<file path="config.mk">
export PLATFORM = sky130hd
export DESIGN_NAME = mem_port_arbiter
export DESIGN_NICKNAME = d
export VERILOG_FILES = /design/src/rtl/mem_port_arbiter.sv
export SDC_FILE = /design/constraint.sdc
export NUM_CORES = 1
export LEC_CHECK = 0
export CAP_MARGIN = 15
export CORE_AREA = 2 2 124 126
export DETAILED_ROUTE_END_ITERATION = 7
export DIE_AREA = 0 0 126 128
export PLACE_DENSITY = 0.86
export REMOVE_ABC_BUFFERS = 1
export SYNTH_ARGS = -nofsm -noshare
export SYNTH_HDL_FRONTEND = slang
export SYNTH_SLANG_ARGS = --single-unit
export TNS_END_PERCENT = 20
</file>
<file path="constraint.sdc">
create_clock -name clk -period 2.89 [get_ports clk]
set_clock_uncertainty 0.1 [all_clocks]
set_input_delay 0.867 -clock clk [delete_from_list [all_inputs] [get_ports clk]]
set_output_delay 0.867 -clock clk [all_outputs]
set_load 0.02 [all_outputs]
</file>
<file path="src/rtl/mem_port_arbiter.sv">
// mem_port_arbiter: shares one single-port word RAM between instruction fetch and data load/store.
// Optional MEM_ARB_ROUND_ROBIN_EN alternates the grant on ties instead of always favouring data.
module mem_port_arbiter #(
  parameter int ADDR_W = 32,
  parameter int STRB_W = 4
) (
  input  logic                  clk,
  input  logic                  rst_n,
  input  logic                  clk_enable,
  input  logic                  if_req_valid,
  output logic                  if_req_ready,
  input  logic [ADDR_W-1:0]     if_req_addr,
  output logic                  if_resp_valid,
  input  logic                  if_resp_ready,
  output logic [8*STRB_W-1:0]   if_resp_rdata,
  output logic [1:0]            if_resp_err,
  input  logic                  d_req_valid,
  output logic                  d_req_ready,
  input  logic                  d_req_we,
  input  logic [ADDR_W-1:0]     d_req_addr,
  input  logic [8*STRB_W-1:0]   d_req_wdata,
  input  logic [STRB_W-1:0]     d_req_strb,
  output logic                  d_resp_valid,
  input  logic                  d_resp_ready,
  output logic [8*STRB_W-1:0]   d_resp_rdata,
  output logic [1:0]            d_resp_err,
  output logic                  mem_r_en,
  output logic [ADDR_W-1:0]     mem_r_addr,
  input  logic [8*STRB_W-1:0]   mem_r_data,
  output logic                  mem_w_en,
  output logic [ADDR_W-1:0]     mem_w_addr,
  output logic [8*STRB_W-1:0]   mem_w_data,
  output logic [STRB_W-1:0]     mem_w_strb,
  input  logic [1:0]            mem_state,
  output logic                  busy
);

  localparam int   DATA_W      = 8 * STRB_W;
  localparam logic OWNER_FETCH = 1'b0;
  localparam logic OWNER_DATA  = 1'b1;

  typedef enum logic [1:0] {
    IDLE    = 2'b00,
    ISSUE   = 2'b01,
    CAPTURE = 2'b10,
    RESP    = 2'b11
  } state_e;

  state_e              state_r;
  logic                owner_r;
  logic                we_r;
  logic [ADDR_W-1:0]   addr_r;
  logic [DATA_W-1:0]   wdata_r;
  logic [DATA_W-1:0]   rdata_r;
  logic [STRB_W-1:0]   strb_r;
  logic [1:0]          err_r;
  logic                if_resp_valid_r;
  logic                d_resp_valid_r;
  logic                mem_r_en_r;
  logic                mem_w_en_r;
  logic                busy_r;

  logic                grant_data_s;
  logic                ready_base_s;
  logic                hs_s;
  logic                resp_ack_s;
  logic [ADDR_W-1:0]   sel_addr_s;
  logic                sel_we_s;
  logic [DATA_W-1:0]   sel_wdata_s;
  logic [STRB_W-1:0]   sel_strb_s;

  // Grant selection, request mux and response acknowledge decode
  always_comb begin
    grant_data_s = 1'b0;
`ifdef MEM_ARB_ROUND_ROBIN_EN
    // owner_r still holds the previous transaction's owner while in IDLE
    if (d_req_valid && if_req_valid) begin
      grant_data_s = (owner_r == OWNER_FETCH);
    end else begin
      grant_data_s = d_req_valid;
    end
`else
    grant_data_s = d_req_valid;
`endif
    ready_base_s = rst_n && clk_enable && (state_r == IDLE);
    if (grant_data_s) begin
      sel_addr_s  = d_req_addr;
      sel_we_s    = d_req_we;
      sel_wdata_s = d_req_wdata;
      sel_strb_s  = d_req_strb;
      hs_s        = ready_base_s && d_req_valid;
    end else begin
      sel_addr_s  = if_req_addr;
      sel_we_s    = 1'b0;
      sel_wdata_s = {DATA_W{1'b0}};
      sel_strb_s  = {STRB_W{1'b0}};
      hs_s        = ready_base_s && if_req_valid;
    end
    if (owner_r == OWNER_DATA) begin
      resp_ack_s = d_resp_valid_r && d_resp_ready;
    end else begin
      resp_ack_s = if_resp_valid_r && if_resp_ready;
    end
  end

  // Transaction FSM with all outputs registered; clk_enable low freezes everything
  always_ff @(posedge clk or negedge rst_n) begin
    if (!rst_n) begin
      state_r         <= IDLE;
      owner_r         <= OWNER_FETCH;
      we_r            <= 1'b0;
      addr_r          <= {ADDR_W{1'b0}};
      wdata_r         <= {DATA_W{1'b0}};
      rdata_r         <= {DATA_W{1'b0}};
      strb_r          <= {STRB_W{1'b0}};
      err_r           <= 2'b00;
      if_resp_valid_r <= 1'b0;
      d_resp_valid_r  <= 1'b0;
      mem_r_en_r      <= 1'b0;
      mem_w_en_r      <= 1'b0;
      busy_r          <= 1'b0;
    end else if (clk_enable) begin
      case (state_r)
        IDLE: begin
          if (hs_s) begin
            owner_r <= grant_data_s;
            we_r    <= sel_we_s;
            addr_r  <= sel_addr_s;
            wdata_r <= sel_wdata_s;
            strb_r  <= sel_strb_s;
            rdata_r <= {DATA_W{1'b0}};
            busy_r  <= 1'b1;
            // Misaligned requests are answered without touching the RAM
            if (sel_addr_s[1:0] != 2'b00) begin
              err_r           <= 2'b11;
              if_resp_valid_r <= ~grant_data_s;
              d_resp_valid_r  <= grant_data_s;
              state_r         <= RESP;
            end else begin
              err_r      <= 2'b00;
              mem_r_en_r <= ~sel_we_s;
              mem_w_en_r <= sel_we_s;
              state_r    <= ISSUE;
            end
          end
        end
        ISSUE: begin
          mem_r_en_r <= 1'b0;
          mem_w_en_r <= 1'b0;
          state_r    <= CAPTURE;
        end
        CAPTURE: begin
          err_r <= mem_state;
          if (!we_r && (mem_state == 2'b00)) begin
            rdata_r <= mem_r_data;
          end else begin
            rdata_r <= {DATA_W{1'b0}};
          end
          if_resp_valid_r <= (owner_r == OWNER_FETCH);
          d_resp_valid_r  <= (owner_r == OWNER_DATA);
          state_r         <= RESP;
        end
        RESP: begin
          if (resp_ack_s) begin
            if_resp_valid_r <= 1'b0;
            d_resp_valid_r  <= 1'b0;
            busy_r          <= 1'b0;
            state_r         <= IDLE;
          end
        end
        default: begin
          state_r <= IDLE;
        end
      endcase
    end
  end

  assign if_req_ready  = ready_base_s && !grant_data_s;
  assign d_req_ready   = ready_base_s && grant_data_s;
  assign if_resp_valid = if_resp_valid_r;
  assign d_resp_valid  = d_resp_valid_r;
  assign if_resp_rdata = rdata_r;
  assign d_resp_rdata  = rdata_r;
  assign if_resp_err   = err_r;
  assign d_resp_err    = err_r;
  assign mem_r_en      = mem_r_en_r;
  assign mem_r_addr    = addr_r;
  assign mem_w_en      = mem_w_en_r;
  assign mem_w_addr    = addr_r;
  assign mem_w_data    = wdata_r;
  assign mem_w_strb    = strb_r;
  assign busy          = busy_r;

endmodule

</file>
==> metrics.md, run 1 <==
| Metric | Value |
|---|---|
| Setup CP Type | primary input to primary output |
| Num ports | 317 |
| Largest net degree at the start of global routing | 76 |
| Met3 usage | 4.090% |
| Actual slew at the worst max-slew pin | 0.5561 ns |
| Yosys cell types | 30 |
| Wirelength, routed | 15670 um |
| Shortest period the worst path allows | 2.825 ns |
| Clk_lat worst skew | 0.36 ns |
| RSZ-0062 raised after global routing | false |
| DRC Markers | 0 |
| Period utilization | 97.75% |
| Worst Path Arrival | 1.86 ns |
| Initial Utilization | 34.74% |
| Endpoints failing setup | 0 |
| Clock transition at path regs | 0.07 ns |
| R2r startpoint | state_r[0]$_DFFE_PN0P_ |
| CP bufs+invs | 2 |
| Post-Place Setup Slack | -0.4422 ns |
| Vias | 4509 |
| Die width | 126 um |
| Seq/Total Area, Yosys | 53.79% |
| Number of synthesized register bits | 111 |
| Area leader, netlist | dfrtp_1 |
| Worst Hold End | mem_w_data[15]$_DFFE_PN0P_ |
| CTS tree | done |
| R2R depth | 6 |
| MaxCap Viol Count | 0 |
| Aggregate global routing overflow | 0 |
| FMAX | 0.3540 GHz |
| Worst vdd ir | 0.4457 mV |
| Die height | 128 um |
| Most used DFF post-synth | dfrtp_1 |
| Vias in the first global route | 4499 |
| Drt wl/cell | 16.72 um |
| Int Power | 0.005111 W |
| Post-synth ARST share | 100.0% |
| Dominant cells by area after synthesis | dfrtp_1 (54%), buf_4 (10%), nand2_1 (7.4%) |
| WHS Path Cells | 1 |
| Cell Pwr Density | 1011 mW/mm2 |
| PortBufs | 316 |
| Worst path cell trace | clkdlybuf4s50_1 > nand3_2 > nor2_4 > buf_2 |
| Commonest cells post-synth | dfrtp_1 (111), nand2_1 (102), buf_4 (70), o21ai_0 (65), mux2i_1 (38) |
| Mean Syn Cell Area | 10.39 um2 |
| Post-synth top area share | 53.79% |
| Placed Area | 0.008068 mm2 |
| Grt met2 use | 32.73% |
| Vias/cell | 4.812 |
| Max clock buf depth | 2 |
| Gr usage total | 19.00% |
| Status | finished clean |
| Switching share of total power | 39.81% |
| Minimum setup slack among reg-to-reg paths | 0.76 ns |
| Clk sinks | 111 |
| Hold Startpoint | mem_w_data[15]$_DFFE_PN0P_ |
| Initial antenna violation count | 0 |
| Count of pins over their slew limit | 0 |
| DP HPWL | 12010 um |
| Power share of the combinational group | 52.9% |
| Pre-antenna DRT Iters | 4 |
| Clock Power Share | 15.5% |
| Ys Warns | 0 |
| Initial DRC Count | 203 |
| Sw power | 0.003380 W |
| Met1 Use GR | 23.66% |
| Worst endpoint required time | 1.92 ns |
| Endpoints failing hold | 0 |
| Cts bufs inserted | 9 |
| Layout Area Growth over Synthesis | 62.71% |
| Busiest grt layer | met2 |
| Reg power frac | 31.6% |
| Die ar. | 0.01613 mm2 |
| Max FO, Critical Path | 3 |
| Share of cells above drive strength 1 | 5.882% |
| Final instance area | 0.008402 mm2 |
| Root Buffer | clkbuf_16 |
| Hold Buf Count CTS | 0 |
| First-pass GRT wire length | 24030 um |
| Leak | 3.635 nW |
| GPL Wtd Cong | 0.7855 |
| Mapped Cells | 497 |
| Cell with the most instances after synthesis | dfrtp_1 |
| Min-Delay Path Class | register to register |
| Worst setup EP type | primary output |
| Core Footprint | 0.01486 mm2 |
| Crit-path slowest cell | clkdlybuf4s50_1 |
| Detail Route Antenna Nets | 0 |
| Cell family with most CP delay | buffers and inverters |
| Post-synth EDFFs | 0 |
| Htree depth | 3 |
| Total Power | 0.008492 W |
| R2r endpoint | d_resp_rdata[19]$_DFFE_PN0P_ |
| Core Rows | 45 |
| Max transition margin | 62.92% |
| Post-Syn Area | 0.005164 mm2 |
| Largest stage delay, worst path | 0.50 ns |
| Startpoint class of the critical path | primary input |
| # nets final | 890 |
| Final WS setup | 0.06490 ns |
-- how the worst max path moves through the flow --
| stage | startpoint | to | slack [ns] | cells after the start |
|---|---|---|---|---|
| after floorplan | d_req_valid | mem_r_addr[0]$_DFFE_PN0P_ | -1.89 | 2 |
| after global placement | clk_enable | d_req_ready | -0.39 | 4 |
| after detailed placement | clk_enable | d_req_ready | -0.44 | 4 |
| after CTS | clk_enable | if_req_ready | 0.01 | 4 |
| after global routing | clk_enable | if_req_ready | 0.02 | 4 |
| final | clk_enable | d_req_ready | 0.06 | 4 |
-- metal layers --
metal	wire [um]	part of all wire, %
met4	290	1.9
met3	1203	7.7
met2	7835	50
met1	6336	40
met5	0	0
-- what timing repair did --
item / CTS / global route
endpoints found under the setup margin: 2 / 2
pin swaps: 1 / 0
gates resized for setup: 8 / 2
buffers inserted: 1 / 0
-- sequential cells by signal, indices dropped and copies added (netlist names), 2 cells and up --
| signal | flops |
|---|---|
| d_resp_rdata | 32 |
| d_resp_err | 2 |
| mem_w_strb | 4 |
| mem_w_data | 32 |
| state_r | 2 |
| mem_r_addr | 32 |
-- power by group through the flow --
stage / Combinational, W / Sequential (W) / Clock [W]
after CTS: 0.00454 / 0.00269 / 0.00136
after floorplan: 0.000841 / 0.00380 / 0
final: 0.00449 / 0.00268 / 0.00132
after detailed placement: 0.00451 / 0.00271 / 0
after global placement: 0.00443 / 0.00266 / 0
after global routing: 0.00474 / 0.00277 / 0.00141
-- per-stage QoR --
step	hold slack, ns	setup TNS, ns	instances	utilization, %
global placement	0.3825	-0.7414	919	54.28
detailed placement	0.3846	-0.8236	919	54.28
floorplan	0.4071	-150.00	400	-
finish	0.4047	0	937	56.52
global route	0.4189	0	936	56.51
CTS	0.4077	0	936	56.52
-- layout by cell type (no fill, tap or decap), types with 3 or more instances in the layout --
cell type / instances
a22o_1: 37
buf_2: 3
buf_4: 15
clkbuf_16: 9
clkdlybuf4s50_1: 312
dfrtp_1: 111
ha_1: 5
inv_1: 5
mux2i_1: 38
nand2_1: 102
nand3_1: 4
nor2_1: 4
o21ai_0: 65
o21ai_1: 4
-- cells by family after synthesis --
group	Yosys count	synth area share (%)
DFF	111	53.79
buffers and inverters	103	13.01
adders and majority gates	5	1.212
and+or+nand+nor	119	9.450
muxes	39	7.584
AOI/OAI and AO/OA	120	14.95
-- layout make-up --
class                           count  area (um2)
Sequential cell                   111        2778
Timing Repair Buffer              332        3291
Clock inverter                      7       98.84
Tap cell                          188       235.2
Clock buffer                        9       225.2
Multi-Input combinational cell    283        1749
Antenna cell                        1       2.502
Fill cell                        1267        6462
Inverter                            6       22.52
Power figures use the tool's default switching activity.
==> run 2: changes to the inputs <==
--- a/config.mk
+++ b/config.mk
@@ -11,7 +11,8 @@
 export DIE_AREA = 0 0 126 128
 export PLACE_DENSITY = 0.86
 export REMOVE_ABC_BUFFERS = 1
+export SETUP_SLACK_MARGIN = 0.4
 export SYNTH_ARGS = -nofsm -noshare
 export SYNTH_HDL_FRONTEND = slang
 export SYNTH_SLANG_ARGS = --single-unit
-export TNS_END_PERCENT = 20
+export TNS_END_PERCENT = 1
==> run 2 against run 1 <==
- critical path depth is the same
- register-to-register slack better by 0.02 ns
- hold slack better by 0.00055 ns
- final cell count grew 0.21%
- clock-buffer cell count unchanged
- core utilization rose by 0.31 points
- die area is the same
- total power is 0.54% higher
- sequential share of layout area down 0.18 points
- sequential power barely moved
==> metrics.md, run 2 (synthesized netlist as in run 1, its figures left out) <==
| Metric | Value |
|---|---|
| Vias | 4543 (+0.75%) |
| Max transition margin | 62.41% (-0.52 points) |
| CTS tree | done |
| Worst vdd ir | 0.4461 mV (about the same) |
| Wirelength, routed | 15770 um (+0.68%) |
| Initial DRC Count | 231 (+14%) |
| Total Power | 0.008538 W (+0.54%) |
| Htree depth | 3 (unchanged) |
| Status | finished clean |
| Pre-antenna DRT Iters | 5 (+1) |
| Most frequent cells in the layout | clkdlybuf4s50_1 (311), dfrtp_1 (111), nand2_1 (102) |
| Core Footprint | 0.01486 mm2 (unchanged) |
| Worst path cell trace | clkdlybuf4s15_1 > nand3_4 > nor2_4 > buf_6 |
| Gr usage total | 19.05% (+0.045 points) |
| Actual slew at the worst max-slew pin | 0.5639 ns (+0.007747 ns) |
| Clock transition at path regs | 0.07 ns (about the same) |
| RSZ-0062 raised after global routing | false |
| Die height | 128 um (unchanged) |
| Clk_lat worst skew | 0.36 ns (about the same) |
| Endpoints failing setup | 0 (unchanged) |
| FMAX | 0.4070 GHz (+15%) |
| Layout Area Growth over Synthesis | 63.61% |
| Cell Pwr Density | 1011 mW/mm2 (about the same) |
| Worst Path Arrival | 1.49 ns (-0.37 ns) |
| Cell family with most CP delay | buffers and inverters |
| Leak | 3.645 nW (+0.27%) |
| Shortest period the worst path allows | 2.457 ns (-0.3682 ns) |
| Initial antenna violation count | 0 (unchanged) |
| Period utilization | 85.01% (-13 points) |
| Die ar. | 0.01613 mm2 (unchanged) |
| Worst endpoint required time | 1.92 ns (about the same) |
| First-pass GRT wire length | 24080 um (+0.23%) |
| Commonest non-fill, non-tap cell in the layout | clkdlybuf4s50_1 |
| DRC Markers | 0 (unchanged) |
| CP bufs+invs | 2 (unchanged) |
| # nets final | 892 (+0.22%) |
| Count of pins over their slew limit | 0 (unchanged) |
| Root Buffer | clkbuf_16 |
| Share of cells above drive strength 1 | 6.667% (+0.78 points) |
| Clk sinks | 111 (unchanged) |
| Drt wl/cell | 16.80 um (+0.47%) |
| Hold Buf Count CTS | 0 (unchanged) |
| Max FO, Critical Path | 3 (unchanged) |
| Min-Delay Path Class | register to register |
| GPL Wtd Cong | 0.7855 (unchanged) |
| Vias in the first global route | 4513 (+0.31%) |
| Largest net degree at the start of global routing | 76 (unchanged) |
| Largest stage delay, worst path | 0.23 ns (-0.27 ns) |
| Aggregate global routing overflow | 0 (unchanged) |
| Detail Route Antenna Nets | 0 (unchanged) |
| DP HPWL | 12010 um (unchanged) |
| Hold Worst Slack | 0.4053 ns (+0.0005460 ns) |
| Max clock buf depth | 2 (unchanged) |
| MaxCap Viol Count | 0 (unchanged) |
| Setup CP Type | primary input to primary output |
| Initial Utilization | 34.74% (unchanged) |
| Core Rows | 45 (unchanged) |
| Num ports | 317 (unchanged) |
| Worst setup EP type | primary output |
| Startpoint class of the critical path | primary input |
| PortBufs | 316 (unchanged) |
| Die width | 126 um (unchanged) |
| Vias/cell | 4.838 (+0.54%) |
| Crit-path slowest cell | clkdlybuf4s15_1 |
| Endpoints failing hold | 0 (unchanged) |
| Cts bufs inserted | 9 (unchanged) |
## run 2: routing by layer
layer	part of all wire, %	track usage (%)	vias up
li1	-	-	2126
met2	50	32.73	232
met5	0	0	-
met4	1.9	6.981	0
met3	7.7	4.132	23
met1	41	23.69	2162
## run 2: power breakdown
group	internal, W	switching [W]
Clock	0.000700	0.000618
Sequential	0.00219	0.000496
Combinational	0.00225	0.00229
## run 2: layout make-up
cell class	count	area [um2]
tap	188	235.2
clock inverter	7	98.84
sequential	111	2778
antenna	1	2.502
inverter	6	22.52
timing repair buffer	334	3314
clock buffer	9	225.2
multi-input combinational	283	1772
fill	1259	6416
## run 2: metrics by stage
stage / cells / setup TNS (ns) / util (%) / cell area [um2] / setup slack, ns
3_3_place_gp: 919 / -0.7414 / 54.28 / 8068 / -0.3926
6_report: 939 / 0 / 56.84 / 8448 / 0.4331
3_5_place_dp: 919 / -0.8236 / 54.28 / 8068 / -0.4422
5_1_grt: 938 / 0 / 56.82 / 8446 / 0.4017
4_1_cts: 937 / 0 / 56.63 / 8418 / 0.4025
2_1_floorplan: 400 / -150.00 / - / 4514 / -1.892
## run 2: path summary, 6_finish.rpt
path	from	cells after the start	slack [ns]	end
hold reg to reg	mem_w_data[15]$_DFFE_PN0P_	1	0.41	mem_w_data[15]$_DFFE_PN0P_
max in group asynchronous	rst_n	3	1.68	mem_r_addr[4]$_DFFE_PN0P_
min in group asynchronous	rst_n	3	0.58	d_resp_err[0]$_DFFE_PN0P_
hold / removal	mem_w_data[15]$_DFFE_PN0P_	1	0.41	mem_w_data[15]$_DFFE_PN0P_
setup reg to reg	state_r[0]$_DFFE_PN0P_	6	0.78	d_resp_rdata[19]$_DFFE_PN0P_
setup / recovery	clk_enable	4	0.43	d_req_ready
## run 2: worst register-to-register path, cell delays in order (launching register included)
cell     delay [ns]
dfrtp_1        0.41
inv_2          0.12
ha_1           0.40
nor4b_4        0.30
buf_4          0.35
nand2_1        0.15
o21ai_0        0.19
## run 2: timing repair
item | CTS | global route
setup endpoints to repair | 2 | 2
pin swaps | 2 | 1
buffers inserted | 2 | 1
resized for setup | 18 | 3
